File: src/rtl/axi_sram_pattern_tester.sv
// axi_sram_pattern_tester
//
// AXI-Lite master that exercises an SRAM controller: on start it writes a
// deterministic pattern over [ADDR_FIRST, ADDR_LAST], reads the same range
// back, compares each word and reports pass/fail with an error count and
// the address of the first error. Only one AXI transaction is ever in
// flight, and the write and read phases never overlap.
//
// Optional feature macro: AXI_SRAM_PATTERN_TESTER_LFSR_EN
//   defined     : pattern is a Galois LFSR seeded from seed (0 -> 1), advanced
//                 once per write/read response, reloaded when reads begin.
//   not defined : pattern(addr) = addr[DATA_W-1:0] ^ seed (zero-extended).
//
// Ports
//   axi_clk, axi_reset      clock, synchronous active-high reset
//   start, seed             run request (ignored while busy), pattern seed
//   busy, done, pass        run status; pass valid while done
//   error_count             saturating count of mismatches + bad responses
//   first_err_addr          address of the first error of the run
//   axi_aw*/w*/b*/ar*/r*    AXI-Lite master channels toward the controller
module axi_sram_pattern_tester #(
  parameter int AXI_ADDR_WIDTH = 10,
  parameter int AXI_DATA_WIDTH = 8,
  parameter logic [AXI_ADDR_WIDTH-1:0] ADDR_FIRST = '0,
  parameter logic [AXI_ADDR_WIDTH-1:0] ADDR_LAST  = '1
) (
  input  logic                      axi_clk,
  input  logic                      axi_reset,
  input  logic                      start,
  input  logic [AXI_DATA_WIDTH-1:0] seed,
  output logic                      busy,
  output logic                      done,
  output logic                      pass,
  output logic [15:0]               error_count,
  output logic [AXI_ADDR_WIDTH-1:0] first_err_addr,
  output logic [AXI_ADDR_WIDTH-1:0] axi_awaddr,
  output logic                      axi_awvalid,
  input  logic                      axi_awready,
  output logic [AXI_DATA_WIDTH-1:0] axi_wdata,
  output logic                      axi_wstrb,
  output logic                      axi_wvalid,
  input  logic                      axi_wready,
  input  logic [1:0]                axi_bresp,
  input  logic                      axi_bvalid,
  output logic                      axi_bready,
  output logic [AXI_ADDR_WIDTH-1:0] axi_araddr,
  output logic                      axi_arvalid,
  input  logic                      axi_arready,
  input  logic [AXI_DATA_WIDTH-1:0] axi_rdata,
  input  logic [1:0]                axi_rresp,
  input  logic                      axi_rvalid,
  output logic                      axi_rready
);

  localparam int AW = AXI_ADDR_WIDTH;
  localparam int DW = AXI_DATA_WIDTH;

  typedef enum logic [2:0] {
    S_IDLE, S_WR_REQ, S_WR_RESP, S_RD_REQ, S_RD_DATA, S_DONE
  } state_t;

  state_t          state;
  logic [AW-1:0]   addr;
  logic [DW-1:0]   seed_q;

  // Low DW bits of an address, zero-extended when the address is narrower.
  function automatic logic [DW-1:0] addr_bits(input logic [AW-1:0] a);
    logic [DW-1:0] r;
    r = '0;
    for (int i = 0; i < DW && i < AW; i++) r[i] = a[i];
    return r;
  endfunction

  logic [AW-1:0] addr_next;
  logic          last_addr;
  logic [DW-1:0] pat_cur;
  logic [DW-1:0] pat_next;
  logic [DW-1:0] pat_first;

  assign addr_next = addr + AW'(1);
  assign last_addr = (addr == ADDR_LAST);

`ifdef AXI_SRAM_PATTERN_TESTER_LFSR_EN
  // Maximal-length Galois taps for the common widths; other widths get a
  // simple non-zero mask so the generator still runs.
  localparam logic [DW-1:0] LFSR_TAPS =
    (DW == 16) ? DW'(16'hB400) :
    (DW == 8)  ? DW'(8'hB8)    :
                 ((DW'(1) << (DW - 1)) | DW'(1));

  function automatic logic [DW-1:0] lfsr_step(input logic [DW-1:0] v);
    return v[0] ? ((v >> 1) ^ LFSR_TAPS) : (v >> 1);
  endfunction

  // An all-zero state would lock the LFSR, so a zero seed becomes 1.
  function automatic logic [DW-1:0] seed_nz(input logic [DW-1:0] s);
    return (s == '0) ? DW'(1) : s;
  endfunction

  logic [DW-1:0] lfsr;
  logic [DW-1:0] lfsr_adv;

  assign lfsr_adv  = lfsr_step(lfsr);
  assign pat_cur   = lfsr;
  assign pat_next  = lfsr_adv;
  assign pat_first = seed_nz(seed);

  // The read phase must replay the exact sequence the writes used, so the
  // generator restarts from the seed when the last write response arrives.
  always_ff @(posedge axi_clk) begin
    if (axi_reset) begin
      lfsr <= '0;
    end else if ((state == S_IDLE || state == S_DONE) && start) begin
      lfsr <= seed_nz(seed);
    end else if (state == S_WR_RESP && axi_bvalid) begin
      lfsr <= last_addr ? seed_nz(seed_q) : lfsr_adv;
    end else if (state == S_RD_DATA && axi_rvalid) begin
      lfsr <= lfsr_adv;
    end
  end
`else
  assign pat_cur   = addr_bits(addr) ^ seed_q;
  assign pat_next  = addr_bits(addr_next) ^ seed_q;
  assign pat_first = addr_bits(ADDR_FIRST) ^ seed;
`endif

  logic wr_err;
  logic rd_err;
  logic err_hit;
  logic aw_ok;
  logic w_ok;

  assign wr_err  = (state == S_WR_RESP) && axi_bvalid && (axi_bresp != 2'b00);
  assign rd_err  = (state == S_RD_DATA) && axi_rvalid &&
                   ((axi_rresp != 2'b00) || (axi_rdata != pat_cur));
  assign err_hit = wr_err | rd_err;

  // A write channel is finished once its valid is low or handshakes now.
  assign aw_ok = !axi_awvalid || axi_awready;
  assign w_ok  = !axi_wvalid  || axi_wready;

  always_ff @(posedge axi_clk) begin
    if (axi_reset) begin
      state          <= S_IDLE;
      addr           <= '0;
      seed_q         <= '0;
      busy           <= 1'b0;
      done           <= 1'b0;
      pass           <= 1'b0;
      error_count    <= '0;
      first_err_addr <= '0;
      axi_awaddr     <= '0;
      axi_awvalid    <= 1'b0;
      axi_wdata      <= '0;
      axi_wstrb      <= 1'b0;
      axi_wvalid     <= 1'b0;
      axi_bready     <= 1'b0;
      axi_araddr     <= '0;
      axi_arvalid    <= 1'b0;
      axi_rready     <= 1'b0;
    end else begin
      // At most one error event per cycle; the first one of a run latches
      // its address.
      if (err_hit) begin
        if (error_count != 16'hFFFF) error_count <= error_count + 16'd1;
        if (error_count == 16'd0) first_err_addr <= addr;
      end

      case (state)
        S_IDLE, S_DONE: begin
          if (start) begin
            seed_q         <= seed;
            addr           <= ADDR_FIRST;
            error_count    <= '0;
            first_err_addr <= '0;
            done           <= 1'b0;
            pass           <= 1'b0;
            busy           <= 1'b1;
            axi_awaddr     <= ADDR_FIRST;
            axi_wdata      <= pat_first;
            axi_wstrb      <= 1'b1;
            axi_awvalid    <= 1'b1;
            axi_wvalid     <= 1'b1;
            state          <= S_WR_REQ;
          end
        end

        S_WR_REQ: begin
          if (axi_awvalid && axi_awready) axi_awvalid <= 1'b0;
          if (axi_wvalid && axi_wready)   axi_wvalid  <= 1'b0;
          if (aw_ok && w_ok) begin
            axi_bready <= 1'b1;
            state      <= S_WR_RESP;
          end
        end

        S_WR_RESP: begin
          if (axi_bvalid) begin
            axi_bready <= 1'b0;
            if (last_addr) begin
              addr        <= ADDR_FIRST;
              axi_araddr  <= ADDR_FIRST;
              axi_arvalid <= 1'b1;
              state       <= S_RD_REQ;
            end else begin
              addr        <= addr_next;
              axi_awaddr  <= addr_next;
              axi_wdata   <= pat_next;
              axi_awvalid <= 1'b1;
              axi_wvalid  <= 1'b1;
              state       <= S_WR_REQ;
            end
          end
        end

        S_RD_REQ: begin
          if (axi_arready) begin
            axi_arvalid <= 1'b0;
            axi_rready  <= 1'b1;
            state       <= S_RD_DATA;
          end
        end

        S_RD_DATA: begin
          if (axi_rvalid) begin
            axi_rready <= 1'b0;
            if (last_addr) begin
              busy  <= 1'b0;
              done  <= 1'b1;
              // Include an error reported on this final beat.
              pass  <= (error_count == 16'd0) && !err_hit;
              state <= S_DONE;
            end else begin
              addr        <= addr_next;
              axi_araddr  <= addr_next;
              axi_arvalid <= 1'b1;
              state       <= S_RD_REQ;
            end
          end
        end

        default: state <= S_IDLE;
      endcase
    end
  end

endmodule

File: config.mk
export PLATFORM = sky130hd
export DESIGN_NAME = axi_sram_pattern_tester
export DESIGN_NICKNAME = d
export VERILOG_FILES = /design/src/rtl/axi_sram_pattern_tester.sv
export SDC_FILE = /design/constraint.sdc
export NUM_CORES = 1
export LEC_CHECK = 0
export ABC_AREA = 1
export CORE_AREA = 4 4 99 101
export DETAILED_ROUTE_END_ITERATION = 7
export DIE_AREA = 0 0 103 105
export PLACE_DENSITY = 0.81
export SYNTH_ARGS = -nofsm -noshare
export SYNTH_HDL_FRONTEND = slang
export SYNTH_SLANG_ARGS = --single-unit
File: constraint.sdc
create_clock -name axi_clk -period 2.9 [get_ports axi_clk]
set_input_delay 0.58 -clock axi_clk [delete_from_list [all_inputs] [get_ports axi_clk]]
set_output_delay 0.58 -clock axi_clk [all_outputs]
set_load 0.02 [all_outputs]
Word level (Yosys, flattened, before mapping) --
Cells that the tools add are included.
Word-level totals: word-level logic and storage cells 137, register bits 84, output and inout port bits 63
Operators by class: bitwise logic cells 3, add/sub/neg operators 2, multiplexer cells 58, reductions and logical operators 38, equality and inequality tests 19
Operators by type and width (number):
- $mux 10 | 12
- $mux 16 | 4
- $pmux 10 s2 | 2
- $pmux 10 s3 | 1
- $reduce_and 5->1 | 5
- $mux 8 | 3
- $ne 2x2->1 const B | 11
- $mux 1 | 19
- $mux 3 | 6
- $add 16x1->16 const B | 1
- $logic_not 16->1 | 1
- $ne 16x16->1 const B | 1
- $pmux 8 s2 | 1
- $xor 8x8->8 | 2
- $pmux 3 s5 | 1
- $reduce_bool 2->1 | 7
- $add 10x1->10 const B | 1
- $eq 10x10->1 const B | 1
- $pmux 1 s2 | 5
- $pmux 1 s3 | 3
- $reduce_bool 3->1 | 3
- $logic_and 1x1->1 | 8
- $ne 8x8->1 | 1
- $reduce_and 4->1 | 2
- other kinds (12) | 19

Depth between registers and ports, before layout --
Gate-level depths: netlist of the first run.
depth after elaboration 10, gate-level depth with buffers 14, gate-level depth less buffers 14

Least setup slack after synthesis of the first run --
OpenSTA, ideal clock, no wires.
path type reg2reg, start point reg error_count[0], end point reg error_count[1], required time 2.787 ns, cell stages (with the launch flop) 14, buffers on the path 1, path slack 1.035 ns, data arrival time 1.752 ns, cells stage by stage dfxtp_1 -> ha_1 -> nand2_1 -> inv_1 -> nand2_1 -> nor2_1 -> nand2_1 -> nor2_1 -> nand3_1 -> clkbuf_1 -> nand2_1 -> nand2_1 -> nand2_1 -> nor2_1
On the way: cells in the longest elaborated chain, start to end 5
Ends and longest elaborated chain:
- start, declared | line 34 | output logic [15:0] error_count,
- start signal, assigned | line 165 | if (error_count != 16'hFFFF) error_count <= error_count + 16'd1;
- $add 16x1->16 or $ne 16x16->1 (tied branches) | line 165
- $mux 16 (*) | line 165
- $mux 16 (*) | line 164 | if (err_hit) begin
- $mux 16 | line 171 | if (start) begin
- $mux 16 (*) | line 169 | case (state)
Mark *: on every way between the ends. The rest lies on a longest branch, timed or not. A chain may end at the register's enable or synchronous reset.

Final worst setup path of the first run --
start point reg state[1], end point reg error_count[8]
On the way: cells in the longest elaborated chain, start to end 7
Ends and longest elaborated chain:
- start, declared | line 62 | state_t state;
- start signal, assigned | line 144 | state <= S_IDLE;
- start signal, assigned | line 184 | state <= S_WR_REQ;
- start signal, assigned | line 193 | state <= S_WR_RESP;
- $eq 3x2->1 or $eq 3x3->1 (tied branches) | line 133, 134
- $logic_and 1x1->1, on equally long branches (2 in a row) | line 133, 134
- $or 1x1->1 | line 136 | assign err_hit = wr_err | rd_err;
- $mux 16 | line 164
- $mux 16 | line 171
- $mux 16 (*) | line 169
Marked as above.

==> metrics.md, run 1 <==
| Metric | Value |
|---|---|
| Switching power summed over all nets | between 1.5 and 2 mW |
| Via count of the routed design | 4643 |
| Final setup fails | 0 |
| Flop2flop setup slack | ~0.57 ns |
| Average wire per cell in the routed design | 14.2 um |
| Logic gate share of total power | 46.1% |
| Die Span X | 103 um |
| # nets final | 788 |
| RSZ-0062 raised after global routing | no |
| Ordered list of cells on the worst path | inv_2 -> nor3_4 -> inv_2 -> nor2_2 -> o21ai_1 -> nand2_1 -> buf_4 -> nand2_1 -> nand2_1 -> a21oi_1 |
| Fmax | 429 MHz |
| Per-instance average area after synthesis | 6.56 um2 |
| Total count of hold-check failures in the final report | 0 |
| DP HPWL | about 9400 um |
| Antenna-violating nets left | 0 |
| Vias in the first global route | 4265 |
| Crit path capture type | flop |
| Area of the core region | ~0.009 mm2 |
| Cells after Synth | 673 |
| Internal | approximately 2.5 mW |
| Y dimension of the die | 105 um |
| Combined buffer and inverter count along the critical path | 3 |
| Pin count of the biggest net entering global routing | 26 |
| Outcome | finished clean |
| Post-synth net total | 704 |
| Clock root buffer master | sky130_fd_sc_hd__clkbuf_8 |
| Maximum Capacitance Violations | 0 |
| Starting density of the core | ~49% |
| Clock edge transition at the registers on the reported setup and hold paths | 0.08 ns |
| Number of distinct library cell variants in the gate-level netlist after synthesis | 34 |
| Cell row count | 35 |
| WP data required | 3.15 ns |
| Cell Count, Final, Fillers Out | roughly 870 |
| Layout-stage area growth over the synthesis result | 26.2% |
| Portion of total power attributed to the clock network | between 15 and 20% |
| Final GP Congestion | between 0.8 and 0.9 |
| Clock latency of the later-clocked register in the worst-skew pair | 0.36 ns |
| Top library cells by usage in the layout, fill and taps aside | sky130_fd_sc_hd__nand2_1, sky130_fd_sc_hd__nor2_1, sky130_fd_sc_hd__clkdlybuf4s50_1 |
| Share of power burned in registers | 34.6% |
| Nature of the critical path startpoint | flop |
| Maximum clock insertion buffer count | 2 |
| Largest driver fanout on the critical path | 17 |
| Setup TNS | 0 ns |
| TritonCTS Sinks | 84 |
| Area after detailed placement | between 0.005 and 0.006 mm2 |
| Area enclosed by the die boundary | ~0.011 mm2 |
| Relative slew slack | 54.6% |
| Post-route cell area | 0.00557 mm2 |
| TritonRoute pass-1 iters | 5 |
| Number of synthesis warnings | 0 |
| Commonest non-fill, non-tap cell in the layout | sky130_fd_sc_hd__nand2_1 |
| Ys flop type | sky130_fd_sc_hd__dfxtp_1 |
| Drt via density | 5.32 |
| Fraction of final layout cells with drive strength greater than 1 | 6.96% |
| CTS buffer count | 9 |
| Count of routing violations after the opening detailed-route iteration | 309 |
| Max-slew violation total from the final report | 0 |
| # placed instances | around 860 |
| Total global-route track usage | 23.6% |
| Initial antenna violation count | 0 |
| First-pass GRT wire length | 20600 um |
| Class of the tightest hold or removal check | reg -> reg |
| Post-synth EDFFs | 0 |
| Input/output buffers | 90 |
| Post-CTS setup buffer count | 0 |
| Switching fraction of total power | 43.7% |
| Worst clock skew | 0.0111 ns |
| Power density over the cells | 807 mW/mm2 |
| VDD IR max | between 0.6 and 0.7 mV |
| Total of flip-flops plus latches after synthesis | 84 |
| CTS H-Tree Depth | 3 |
| Post-cts resize count | 0 |
| Portion of the clock cycle consumed by the worst path in the final layout | between 80% and 90% |
| Slowest stage delay, CP | 0.50 ns |
| Kind of cell with the highest combined delay on the critical path | simple AND/OR/NAND/NOR gates |
| Crit-path slowest cell | sky130_fd_sc_hd__dfxtp_1 |
| Kind of critical path | reg -> reg |
| Diodes inserted | 0 |
| Arr. time, crit path | 2.58 ns |
| Post-route DRC | 0 |
| Total global routing overflow | 0 |
| Sequential element share of the synthesized area | 38.1% |
| Number of top-level pins | 91 |
| Actual transition at the worst max-transition pin | 0.675 ns |
| Leakage power total | 2.30 nW |
| Post-CTS Hold Fix Bufs | 0 |
| Async S/R FF share, synth | 0% |
| Post-synthesis cell area | ~0.0044 mm2 |
| Total Wirelength | roughly 12000 um |
| Min Tclk post-route | approximately 2.3 ns |
| Critical path's most frequent cell | sky130_fd_sc_hd__nand2_1 |
| Clock tree from TritonCTS | yes |
## synth_stat cells (all sizes together) (2+ instances only)
master	number	area share, %
clkbuf	13	1.1
xnor2	3	0.60
o31ai	2	0.34
a21oi	56	6.3
nand2	172	15
a31oi	10	1.4
nand3	53	6.3
nand4	12	1.7
nor3	7	1.0
inv	82	7.0
nor2	103	9.8
xor2	11	2.2
nor4	2	0.28
buf	12	2.2
o21ai	39	4.4
dfxtp	84	38
ha	3	0.85
nand3b	3	0.51
## cell type report
type	count	area [um2]
flip-flops and latches	84	1680
repair buffers	98	961
multi-input cells	481	2280
clock buffers	10	138
clock inverters	6	63.8
well taps	111	139
inverters	83	312
fillers	848	3450
## sequential cells by signal, indices dropped and copies added (netlist names)
register        count
addr               10
axi_araddr         10
axi_arvalid         1
axi_awaddr         10
axi_awvalid         1
axi_bready          1
axi_rready          1
axi_wdata           8
axi_wstrb           1
axi_wvalid          1
busy                1
done                1
error_count        16
first_err_addr     10
pass                1
seed_q              8
state               3
## cell families (layout without fill, tap and decap cells)
group | after synthesis | in the layout | synth area share, %
xor gates and xnor gates | 14 | 14 | 2.78
adders and majority gates | 3 | 3 | 0.850
buffers and inverters | 108 | 197 | 10.3
AOI/OAI and AO/OA | 111 | 111 | 13.3
and+or+nand+nor | 353 | 353 | 34.6
DFF | 84 | 84 | 38.1
## power by group through the flow
stage / Combinational [mW] / Clock [mW] / Sequential, mW
floorplan: 1.32 / 0 / 1.72
global placement: 2.00 / 0 / 1.57
detailed placement: 2.05 / 0 / 1.57
CTS: 2.07 / 0.880 / 1.55
global route: 2.30 / 0.933 / 1.59
finish: 2.07 / 0.865 / 1.56
## worst register-to-register path: cells and delay by family, from the launching register on
family | cells | cell delay, ns
compound gates | 2 | 0.20
buf+inv | 3 | 0.56
flops | 1 | 0.50
simple gates | 5 | 0.97
## metal layers
metal | up-vias | global-route usage (%) | wire [um]
li1 | 2321 | - | -
met1 | 2116 | 31.7 | 5350
met2 | 184 | 37.5 | 5950
met3 | 22 | 4.67 | 898
met4 | 0 | 7.77 | 242
met5 | - | 0 | 0
## through the flow
step | setup slack, ns | util, % | total power [mW] | hold slack (ns)
floorplan | 1.04 | - | 3.04 | 0.444
global placement | 0.340 | 59.5 | 3.58 | 0.456
detailed placement | 0.246 | 59.5 | 3.63 | 0.459
CTS | 0.586 | 61.8 | 4.50 | 0.471
global route | 0.359 | 61.8 | 4.82 | 0.493
finish | 0.568 | 61.8 | 4.49 | 0.469
## path summary, 6_finish.rpt
path                                    start              to  depth (start not counted)
worst min register to register  axi_araddr[6]   axi_araddr[6]                          2
worst min-delay path            axi_araddr[6]   axi_araddr[6]                          2
worst max register to register       state[1]  error_count[8]                         10
worst max-delay path                 state[1]  error_count[8]                         10
Power figures use the tool's default switching activity.
==> run 2: changes to the inputs <==
CORE_AREA = 4 4 102 104   (was 4 4 99 101)
DIE_AREA = 0 0 106 108   (was 0 0 103 105)
PLACE_DENSITY = 0.8   (was 0.81)
clock period = 2.05 ns   (was 2.9 ns; I/O delays follow)
==> run 2 against run 1 <==
- setup slack got worse by 0.44 ns
- largest power group unchanged
- critical path type is now reg -> out
- combinational power increased by 62%
- critical path depth decreased by 9
- largest cell class unchanged
- clock skew increased by 0.0026 ns
- utilization increased by 0.097 points
- register-to-register slack got worse by 0.43 ns
==> metrics.md, run 2 (same netlist as run 1, synthesis figures left out) <==
| Metric | Value |
|---|---|
| Kind of critical path | reg -> out (was reg -> reg) |
| Launch point of the critical path | error_count[4] (was state[1]) |
| Maximum Capacitance Violations | 0 (unchanged) |
| Input/output buffers | 90 (unchanged) |
| Area enclosed by the die boundary | 0.0114 mm2 (was 0.0108 mm2) |
| Total Wirelength | 12800 um (was 12400 um) |
| CTS H-Tree Depth | 3 (unchanged) |
| Worst hold slack across all endpoints | 0.471 ns (was 0.469 ns) |
| CTS buffer count | 9 (unchanged) |
| Clock root buffer master | sky130_fd_sc_hd__clkbuf_8 (unchanged) |
| Largest driver fanout on the critical path | 8 (was 17) |
| Actual transition at the worst max-transition pin | 0.693 ns (was 0.675 ns) |
| Relative slew slack | 53.8% (was 54.6%) |
| Layout-stage area growth over the synthesis result | 33.8% (was 26.2%) |
| Kind of cell with the highest combined delay on the critical path | buffers and inverters (was simple AND/OR/NAND/NOR gates) |
| Crit-path slowest cell | sky130_fd_sc_hd__clkdlybuf4s50_1 (was sky130_fd_sc_hd__dfxtp_1) |
| Worst setup path endpoint | error_count[4] (was error_count[8]) |
| VDD IR max | 0.738 mV (was 0.604 mV) |
| Pin count of the biggest net entering global routing | 35 (was 26) |
| Global route hottest layer | met2 (unchanged) |
| Power density over the cells | 1140 mW/mm2 (was 807 mW/mm2) |
| Outcome | finished clean (unchanged) |
| Antenna-violating nets left | 0 (unchanged) |
| Final GP Congestion | 0.894 (about the same) |
| Vias in the first global route | 4517 (was 4265) |
| Crit path capture type | output pin (was flop) |
| Initial antenna violation count | 0 (unchanged) |
| Y dimension of the die | 108 um (was 105 um) |
| Number of cells traversed by the worst register-to-register path | 12 (was 10) |
| Final setup fails | 0 (unchanged) |
| Cell row count | 36 (was 35) |
| Commonest non-fill, non-tap cell in the layout | sky130_fd_sc_hd__nand2_1 (unchanged) |
| Top library cells by usage in the layout, fill and taps aside | sky130_fd_sc_hd__nand2_1, sky130_fd_sc_hd__clkdlybuf4s50_1, sky130_fd_sc_hd__nor2_1 (was sky130_fd_sc_hd__nand2_1, sky130_fd_sc_hd__nor2_1, sky130_fd_sc_hd__clkdlybuf4s50_1) |
| First-pass GRT wire length | 21000 um (was 20600 um) |
| Critical R2R Capture | addr[1] (was error_count[8]) |
| GR Layer Usage met1 | 28.0% (was 31.7%) |
| Combined buffer and inverter count along the critical path | 1 (was 3) |
| Slowest stage delay, CP | 0.67 ns (was 0.50 ns) |
| Total count of hold-check failures in the final report | 0 (unchanged) |
| Total global routing overflow | 0 (unchanged) |
| Fraction of final layout cells with drive strength greater than 1 | 11.7% (was 6.96%) |
| Via count of the routed design | 4757 (was 4643) |
| Worst clock skew | 0.0137 ns (was 0.0111 ns) |
| Die Span X | 106 um (was 103 um) |
| Overall power | 6.76 mW (was 4.49 mW) |
| Total global-route track usage | 22.6% (was 23.6%) |
| Class of the tightest hold or removal check | reg -> reg (unchanged) |
| # nets final | 822 (was 788) |
| Average wire per cell in the routed design | 13.8 um (was 14.2 um) |
| TritonRoute pass-1 iters | 5 (unchanged) |
| Diodes inserted | 0 (unchanged) |
| Drt via density | 5.13 (was 5.32) |
| Starting density of the core | 46.2% (was 48.9%) |
| Post-route DRC | 0 (unchanged) |
| Min Tclk post-route | 1.92 ns |
| RSZ-0062 raised after global routing | yes (was no) |
| Area of the core region | 0.00955 mm2 (was 0.00902 mm2) |
| Global-route met2 utilization | 39.3% (was 37.5%) |
| Count of routing violations after the opening detailed-route iteration | 261 (was 309) |
| Clock edge transition at the registers on the reported setup and hold paths | 0.08 ns (about the same) |
| Maximum clock insertion buffer count | 2 (unchanged) |
| Arr. time, crit path | 1.51 ns (was 2.58 ns) |
| Nature of the critical path startpoint | flop (unchanged) |
| Reg2Reg Launch Point | addr[0] (was state[1]) |
| GR Util met3 | 3.76% (was 4.67%) |
| DP HPWL | 9740 um (was 9350 um) |
| Max FFs per register | 16 (unchanged) |
| Clock latency of the later-clocked register in the worst-skew pair | 0.36 ns (about the same) |
| Clock tree from TritonCTS | yes (unchanged) |
| Ordered list of cells on the worst path | clkdlybuf4s50_1 (was inv_2 -> nor3_4 -> inv_2 -> nor2_2 -> o21ai_1 -> nand2_1 -> buf_4 -> nand2_1 -> nand2_1 -> a21oi_1) |
| TritonCTS Sinks | 84 (unchanged) |
| Top reg by flops | error_count (unchanged) |
| Max-slew violation total from the final report | 0 (unchanged) |
| Final core utilization | 61.9% (was 61.8%) |
| Number of top-level pins | 91 (unchanged) |
| Stages on the worst setup path | 1 (was 10) |
| Fillers | 924 (was 848) |
| Flop2flop setup slack | 0.14 ns (was 0.57 ns) |
| Fmax | ~520 MHz |
| Leakage power total | 2.48 nW (was 2.30 nW) |
| WP data required | 1.64 ns (was 3.15 ns) |
| Portion of the clock cycle consumed by the worst path in the final layout | 93.8% |
==> run 2: cell types whose count changed in the layout (fill, tap and decap cells not counted), moves of 2 or more <==
cell                         previous run  this run
sky130_fd_sc_hd__nand2_1              169       166
sky130_fd_sc_hd__nor2_1                92        89
sky130_fd_sc_hd__dfxtp_2                0         3
sky130_fd_sc_hd__clkinvlp_4             2         0
sky130_fd_sc_hd__clkbuf_8              10        12
sky130_fd_sc_hd__buf_4                  8        41
sky130_fd_sc_hd__nor2_2                 9        11
sky130_fd_sc_hd__dfxtp_1               84        81
sky130_fd_sc_hd__nand2_2                3         6
sky130_fd_sc_hd__clkbuf_1               0         2
sky130_fd_sc_hd__clkinv_2               2         0
==> run 2: area by class of cell <==
class	instances	area (um2)	share of cell area, %
multi-input combinational	481	2300	39.0
clock buffer	14	173	2.92
sequential	84	1690	28.5
clock inverter	1	30.0	0.508
tap	133	166	2.82
timing repair buffer	132	1230	20.8
inverter	83	319	5.40
==> run 2: through the flow <==
step                      cell area, um2  setup TNS (ns)  worst slack, ns  cells
after floorplan                     4410               0            0.185    673
after global placement              5640           -4.49           -0.324    910
after detailed placement            5640           -5.25           -0.292    910
after CTS                           5850               0           0.0141    925
after global routing                5910        -0.00139         -0.00139    928
final                               5910               0            0.127    928
==> run 2: worst min-delay path by stage <==
stage | start | end | slack, ns | cells after the start
6_report | axi_araddr[4] | axi_araddr[4] | 0.47 | 2
5_1_grt | axi_awaddr[8] | axi_awaddr[8] | 0.48 | 2
4_1_cts | axi_awaddr[8] | axi_awaddr[8] | 0.47 | 2
3_5_place_dp | axi_awaddr[8] | axi_awaddr[8] | 0.46 | 2
3_3_place_gp | seed_q[4] | seed_q[4] | 0.45 | 2
2_1_floorplan | seed_q[4] | seed_q[4] | 0.44 | 2
==> run 2: repair_timing <==
action / CTS / global route
gates resized for setup: 2 / 14
setup buffers: 0 / 3
pin swaps: 0 / 1
setup endpoints to repair: 24 / 62
hold buffers: 0 / 0
==> run 2: power breakdown <==
part | total (mW) | switching (mW) | leakage (nW) | internal (mW)
Clock | 1.22 | 0.562 | 0.103 | 0.659
Sequential | 2.18 | 0.232 | 0.686 | 1.95
Combinational | 3.36 | 2.03 | 1.69 | 1.33
Total | 6.76 | 2.82 | 2.48 | 3.94
==> run 2: per-layer routing <==
layer,vias up,part of all wire [%]
li1,2391,-
met2,144,49
met3,25,5.2
met5,-,0
met4,0,2.1
met1,2197,44
